<file path="src/rtl/ushift_pkg.sv">
// rtl/ushift_pkg.sv - opcodes, state encoding and op classification for ushift_seq
package ushift_pkg;

  typedef enum logic [2:0] {
    OP_NOP = 3'b000,
    OP_SHR = 3'b001,
    OP_SHL = 3'b010,
    OP_LOAD = 3'b011,
    OP_ROR = 3'b100,
    OP_ROL = 3'b101,
    OP_ASR = 3'b110,
    OP_CLR = 3'b111
  } op_e;

  typedef enum logic {
    ST_IDLE = 1'b0,
    ST_RUN  = 1'b1
  } state_e;

  function automatic logic is_shift(input logic [2:0] op);
    return (op == OP_SHR) || (op == OP_SHL) || (op == OP_ROR) ||
           (op == OP_ROL) || (op == OP_ASR);
  endfunction

endpackage

</file>
<file path="src/rtl/ushift_step.sv">
// rtl/ushift_step.sv - combinational single-position shift/rotate step
module ushift_step
  import ushift_pkg::*;
#(
  parameter int WIDTH = 16
) (
  input  logic [WIDTH-1:0] q,
  input  logic [2:0]       op,
  input  logic             sin_r,
  input  logic             sin_l,
  output logic [WIDTH-1:0] q_next,
  output logic             dropped
);

  always_comb begin
    q_next  = q;
    dropped = 1'b0;
    case (op)
      OP_SHR: begin q_next = {sin_r, q[WIDTH-1:1]};    dropped = q[0];       end
      OP_SHL: begin q_next = {q[WIDTH-2:0], sin_l};    dropped = q[WIDTH-1]; end
      OP_ROR: begin q_next = {q[0], q[WIDTH-1:1]};     dropped = q[0];       end
      OP_ROL: begin q_next = {q[WIDTH-2:0], q[WIDTH-1]}; dropped = q[WIDTH-1]; end
      OP_ASR: begin q_next = {q[WIDTH-1], q[WIDTH-1:1]}; dropped = q[0];     end
      default: ;
    endcase
  end

endmodule

</file>
<file path="src/rtl/ushift_seq.sv">
// rtl/ushift_seq.sv - command-driven multi-mode shift sequencer, one bit position per clock
module ushift_seq
  import ushift_pkg::*;
#(
  parameter int WIDTH    = 16,
  parameter int AMT_BITS = 4
) (
  input  logic                clk,
  input  logic                rst,
  input  logic                cmd_valid,
  output logic                cmd_ready,
  input  logic [2:0]          cmd_op,
  input  logic [AMT_BITS-1:0] cmd_amt,
  input  logic [WIDTH-1:0]    d,
  input  logic                sin_r,
  input  logic                sin_l,
  output logic [WIDTH-1:0]    q,
  output logic                sout,
  output logic                sout_valid,
  output logic                busy,
  output logic                done
);

  state_e              state;
  logic [2:0]          op_r;
  logic [AMT_BITS-1:0] cnt;
  logic [WIDTH-1:0]    step_q;
  logic                step_drop;

  assign cmd_ready = (state == ST_IDLE);
  assign busy      = (state == ST_RUN);

  ushift_step #(.WIDTH(WIDTH)) u_step (
    .q       (q),
    .op      (op_r),
    .sin_r   (sin_r),
    .sin_l   (sin_l),
    .q_next  (step_q),
    .dropped (step_drop)
  );

  always_ff @(posedge clk or posedge rst) begin
    if (rst) begin
      state      <= ST_IDLE;
      op_r       <= OP_NOP;
      cnt        <= '0;
      q          <= '0;
      sout       <= 1'b0;
      sout_valid <= 1'b0;
      done       <= 1'b0;
    end else begin
      done       <= 1'b0;
      sout_valid <= 1'b0;
      case (state)
        ST_IDLE: begin
          if (cmd_valid && cmd_ready) begin
            // Zero-distance shifts complete like a NOP without entering RUN.
            if (is_shift(cmd_op) && (cmd_amt != '0)) begin
              op_r  <= cmd_op;
              cnt   <= cmd_amt;
              state <= ST_RUN;
            end else begin
              if (cmd_op == OP_LOAD) q <= d;
              else if (cmd_op == OP_CLR) q <= '0;
              done <= 1'b1;
            end
          end
        end
        ST_RUN: begin
          q          <= step_q;
          sout       <= step_drop;
          sout_valid <= 1'b1;
          cnt        <= cnt - AMT_BITS'(1);
          if (cnt == AMT_BITS'(1)) begin
            state <= ST_IDLE;
            done  <= 1'b1;
          end
        end
        default: state <= ST_IDLE;
      endcase
    end
  end

endmodule

</file>
<file path="config.mk">
export PLATFORM = sky130hd
export DESIGN_NAME = ushift_seq
export DESIGN_NICKNAME = d
export VERILOG_FILES = /design/src/rtl/ushift_pkg.sv /design/src/rtl/ushift_step.sv /design/src/rtl/ushift_seq.sv
export SDC_FILE = /design/constraint.sdc
export NUM_CORES = 1
export LEC_CHECK = 0
export CORE_ASPECT_RATIO = 1.2
export CORE_MARGIN = 2
export CORE_UTILIZATION = 35
export CTS_CLUSTER_SIZE = 16
export DETAILED_ROUTE_END_ITERATION = 7
export HOLD_SLACK_MARGIN = 0.05
export PLACE_DENSITY_LB_ADDON = 0.1
export SLEW_MARGIN = 40
export SYNTH_ARGS = -nofsm -noshare
export SYNTH_HDL_FRONTEND = slang
export SYNTH_SLANG_ARGS = --single-unit
</file>
<file path="constraint.sdc">
create_clock -name clk -period 1.92 [get_ports clk]
set_input_delay 0.384 -clock clk [delete_from_list [all_inputs] [get_ports clk]]
set_output_delay 0.384 -clock clk [all_outputs]
set_load 0.005 [all_outputs]
</file>
==> impl_metrics.csv, run 1 <==
group,metric,value,unit
outcome,status,"finished, final reports clean",
global_routing,grt_pass1_wl,8.36,mm
sta,worst_pin_slew,0.493,ns
place,gp_congestion,0.734,
detailed_routing,wl_met3,187,um
global_routing,antenna_found_initial,0,
place,post-place-ws,-0.193,ns
logic_synthesis,ys.flop_type,"dfrtp_1",
critical_path,cp.arrival,1.43,ns
critical_path,critPathKind,"reg2out",
sta,hold_violations,0,
cts,insertion_delay,0.27,ns
logic_synthesis,async_reset_ff_share,100,%
detailed_routing,route.antenna.remaining_nets,0,
critical_path,cp.required,1.54,ns
logic_synthesis,synthCells,198,
place,dpl.hpwl,3.57,mm
floorplan,ios,49,
layout,layout_commonest_cell,"clkdlybuf4s50_1",
detailed_routing,drt_iter0_drc,206,
layout,final_area,2510,um2
detailed_routing,wl_per_cell,16.2,um
pwr,vdd_drop_max,0.618,mV
cts,h-tree-depth,1,
layout,diodes,0,
detailed_routing,routed.top_layer,"met4",
cts,clkTransAtPathRegs,0.10,ns
sta,skew,0.00586,ns
cts,cts_buffers,3,
critical_path,rrSetupSlack,0.17,ns
sta,rsz0062_at_grt,"false",
sta,final_max_slew_viol_count,0,
detailed_routing,vias_per_cell,5.76,
cts,post_cts_buffers,0,
global_routing,grt_max_degree,40,
pwr,power_density,1740,nW/um2
logic_synthesis,syn-num-nets,228,
logic_synthesis,yosysTopAreaCell,"dfrtp_1",
layout,layout.nets,285,
floorplan,chipHeight,82.7,um
sta,setup_slack,0.110,ns
critical_path,cp_max_fo,7,
logic_synthesis,synth_area_leaders,"dfrtp_1 (37%), a21oi_1 (10%), a221oi_1 (8.2%)",
logic_synthesis,yosys_warnings,0,
detailed_routing,via_count,1810,
logic_synthesis,ys_ff_latch,27,
sta,fmax,0.552,GHz
layout,multi_input_area,1040,um2
sta,max_slew_margin,66.9,%
layout,fill_cells,483,
cts,cts.sinks,27,
cts,cts_resized,0,
floorplan,coreArea,4940,um2
logic_synthesis,ys_types,38,
pwr,power_leakage,0.00105,uW
layout,final_layout_size_suffix_gt1_share,14.6,%
logic_synthesis,postSynthAreaPerCell,9.12,um2
critical_path,critPathLaunchType,"flop",
layout,regArea,676,um2
cts,cts_max_path_buffers,2,
floorplan,core.rowCount,28,
layout,layout_common_cells,"clkdlybuf4s50_1 (48), a21oi_1 (37), dfrtp_1 (27)",
detailed_routing,first_pass_iters,4,
logic_synthesis,yosysTopAreaCellShare,37.4,%
cts,cts-root-buf,"clkbuf_8",
run,max-cap-violations,0,
sta,finalSetupViolations,0,
detailed_routing,m1WireLength,2.23,mm
critical_path,reg2reg_from,"op_r[0]",
global_routing,grt_pass1_vias,1676,
critical_path,endpoint_kind,"primary output",
cts,cts.hold.buffers_added,0,
cts,cts_tree,"done",
sta,fin_crit_sh,94.3,%
critical_path,reg2reg_to,"q[13]",
logic_synthesis,synth_edf_count,0,
floorplan,start_util,36.6,%
detailed_routing,totalWireLength,5.08,mm
critical_path,rr_worst_depth,6,
logic_synthesis,ys_seq_area_share,37.4,%
logic_synthesis,netlist_area,1810,um2
layout,syn2layout_area_growth,38.9,%
global_routing,overflow,0,
detailed_routing,wl_met2,2.64,mm
global_routing,grt_usage,18.1,%
worst_hold_path,hold_path_class,"in2async",
place,portBuffers,48,
sta,fin_crit,1.81,ns
detailed_routing,drc_errors,0,
floorplan,die_x,69.6,um
place,dpl_cell_area,2450,um2
floorplan,die-area,5750,um2
per-layer routing:
layer  global-route usage [%]  vias to the layer above
li1                         -                      882
met1                     23.1                      893
met2                     33.2                       33
met3                     2.18                        2
met4                     4.12                        0
met5                        0                        -
logic make-up after synthesis:
group | share of synthesized area [%]
DFF | 37.4
and+or+nand+nor | 18.4
muxes | 3.12
adders and majority gates | 1.39
xor gates and xnor gates | 0.485
AOI/OAI and AO/OA | 33.3
buffers and inverters | 5.82
critical path: stages (launching register included):
cell and delay [ns]:
dfrtp_1 0.42, inv_1 0.19, clkdlybuf4s50_1 0.55
synth_stat cells, drive strengths merged, types with 2 or more instances:
cell	count
o21ai	5
nor2b	17
a21oi	37
a31o	2
nor3	2
buf	6
a31oi	2
a221o	14
clkbuf	12
ha	2
or3	2
inv	5
nand2	7
a221oi	17
mux2	5
and3	15
nor2	6
dfrtp	27
final cells by class:
type	instances	share of cell area [%]
flip-flops and latches	27	26.9
clock buffers	4	1.80
multi-input cells	148	41.3
inverters	5	0.748
repair buffers	70	26.2
well taps	60	2.99
worst max-delay path by stage:
stage	slack, ns	start	depth (start not counted)	end
floorplan	0.22	op_r[1]	6	q[14]
global placement	-0.18	cmd_op[1]	4	q[2]
detailed placement	-0.19	cmd_op[1]	4	q[5]
CTS	0.06	op_r[0]	3	q[5]
global route	0.03	op_r[0]	6	q[13]
finish	0.11	busy	2	cmd_ready
per-stage QoR:
step                      std cells  hold slack [ns]  setup TNS, ns  power (uW)  util, %
final                           314            0.463              0        4360     50.8
after global routing            314            0.526              0        4760     50.8
after CTS                       314            0.476              0        4370     50.6
after detailed placement        310            0.500          -3.29        4030     49.7
after global placement          310            0.491          -3.09        3990     49.7
after floorplan                 198            0.391              0        3010        -
report_power, final:
group | leakage (uW) | internal (uW) | switching, uW
logic | 0.000707 | 1510 | 1250
clock network | 0.0000228 | 149 | 180
registers | 0.000316 | 874 | 387
registers in the layout, indices dropped and copies added (netlist names):
signal / count
op_r: 3
cnt: 4
q: 16
done: 1
busy: 1
sout_valid: 1
sout: 1
Power figures use the tool's default switching activity.
==> run 2, diff against run 1 <==
--- a/config.mk
+++ b/config.mk
@@ -10,8 +10,8 @@
 export CORE_UTILIZATION = 35
 export CTS_CLUSTER_SIZE = 16
 export DETAILED_ROUTE_END_ITERATION = 7
+export GPL_TIMING_DRIVEN = 0
 export HOLD_SLACK_MARGIN = 0.05
-export PLACE_DENSITY_LB_ADDON = 0.1
 export SLEW_MARGIN = 40
 export SYNTH_ARGS = -nofsm -noshare
 export SYNTH_HDL_FRONTEND = slang
==> impl_metrics.csv, run 2 (synthesized netlist as in run 1, its figures left out) <==
group,metric,value,unit
worst_hold_path,hold_path_class,"reg2reg",
cts,cts_tree,"done",
cts,cts.hold.buffers_added,0,
detailed_routing,wl_per_cell,17.4,um
layout,top_regs,"q: 16 flops, cnt: 4 flops, op_r: 3 flops",
critical_path,rrSetupSlack,0.12,ns
global_routing,antenna_found_initial,0,
layout,final_layout_size_suffix_gt1_share,10.8,%
critical_path,critPathLaunchType,"flop",
place,portBuffers,48,
floorplan,coreArea,4940,um2
floorplan,start_util,36.6,%
sta,max_slew_margin,59.9,%
sta,skew,0.00375,ns
place,dpl_cell_area,2360,um2
pwr,seqPwrFrac,28.7,%
floorplan,die-area,5750,um2
cts,post_cts_buffers,0,
global_routing,grt_pass1_vias,1692,
cts,insertion_delay,0.28,ns
critical_path,endpoint_kind,"primary output",
floorplan,core.rowCount,28,
pwr,internal_power,2510,uW
place,gp_congestion,0.828,
detailed_routing,vias_per_cell,5.89,
sta,fmax,0.542,GHz
global_routing,overflow,0,
layout,final_area,2450,um2
cts,cts-root-buf,"clkbuf_8",
critical_path,cp.arrival,1.46,ns
global_routing,grt_usage,19.1,%
layout,layout_commonest_cell,"clkdlybuf4s50_1",
cts,h-tree-depth,1,
sta,worst_pin_slew,0.600,ns
critical_path,critPathKind,"reg2out",
detailed_routing,totalWireLength,5.37,mm
outcome,status,"finished, final reports clean",
cts,cts_buffers,3,
detailed_routing,drt_iter0_drc,130,
sta,finalSetupViolations,0,
floorplan,die_x,69.6,um
run,max-cap-violations,0,
sta,fin_crit_sh,96.1,%
sta,fin_crit,1.85,ns
pwr,power_density,1810,nW/um2
pwr,power_leakage,0.000985,uW
pwr,vdd_drop_max,0.640,mV
critical_path,cp_max_fo,9,
cts,clkTransAtPathRegs,0.10,ns
sta,tns,0,ns
floorplan,ios,49,
sta,hold_violations,0,
global_routing,grt_pass1_wl,8.71,mm
place,dpl.hpwl,3.80,mm
critical_path,cp.required,1.54,ns
floorplan,chipHeight,82.7,um
layout,syn2layout_area_growth,35.5,%
cts,cts.sinks,27,
detailed_routing,via_count,1819,
detailed_routing,route.antenna.remaining_nets,0,
pwr,power_frac_comb,63.6,%
global_routing,grt_max_degree,28,
layout,largest-register,"q",
layout,layout.nets,280,
pwr,p_sw,1920,uW
pwr,power_switching_share,43.4,%
layout,diodes,0,
sta,final_max_slew_viol_count,0,
cts,cts_max_path_buffers,2,
detailed_routing,drc_errors,0,
detailed_routing,first_pass_iters,4,
layout,largest_register_ffs,16,
pwr,power_frac_clock,7.7,%
layout,layout_common_cells,"clkdlybuf4s50_1 (48), a21oi_1 (37), dfrtp_1 (27)",
-- run 2: layout make-up --
type	instances	area, um2
Fill cell	482	2490
Clock inverter	1	5.00
Tap cell	60	75.1
Timing Repair Buffer	48	480
Clock buffer	3	41.3
Buffer	17	91.3
Inverter	5	21.3
Sequential cell	27	676
Multi-Input combinational cell	148	1060
-- run 2: through the flow --
step,power [uW],worst slack [ns],utilization [%],instances,hold slack (ns)
CTS,4380,0.00891,48.8,310,0.411
finish,4430,0.0742,49.5,309,0.412
detailed placement,4020,-0.450,47.8,306,0.387
floorplan,3010,0.218,-,198,0.391
global route,4820,-0.0146,49.5,309,0.441
global placement,4000,-0.489,47.8,306,0.382
-- run 2: critical path: stages (launching register included) --
cell	delay, ns
dfrtp_1	0.40
buf_4	0.19
inv_4	0.09
clkdlybuf4s50_1	0.50
-- run 2: path summary, 6_finish.rpt --
| kind | from | to | depth (start not counted) |
|---|---|---|---|
| setup / recovery | busy | cmd_ready | 3 |
| hold / removal | busy | sout_valid | 0 |
| setup reg to reg | op_r[1] | q[1] | 6 |
| hold reg to reg | busy | sout_valid | 0 |
| max in group asynchronous | rst | cnt[3] | 2 |
| min in group asynchronous | rst | q[10] | 2 |
-- run 2: repair_timing --
item / in CTS / in global routing
setup endpoints to repair: 11 / 15
resized for setup: 2 / 12
endpoints found under the hold margin: 0 / 0
pin swaps: 0 / 0
-- run 2: metal layers --
layer	share of wire, %	global-route usage [%]	wire, um
met1	46	25.2	2490
met2	48	32.9	2570
met3	4.6	2.43	245
met4	1.2	5.88	63
met5	0	0	0
-- run 2: power groups by stage --
stage,Clock [uW],Sequential (uW),Combinational [uW]
global placement,0,1270,2740
global route,378,1330,3110
floorplan,0,1180,1830
CTS,358,1250,2770
detailed placement,0,1260,2750
finish,343,1270,2820
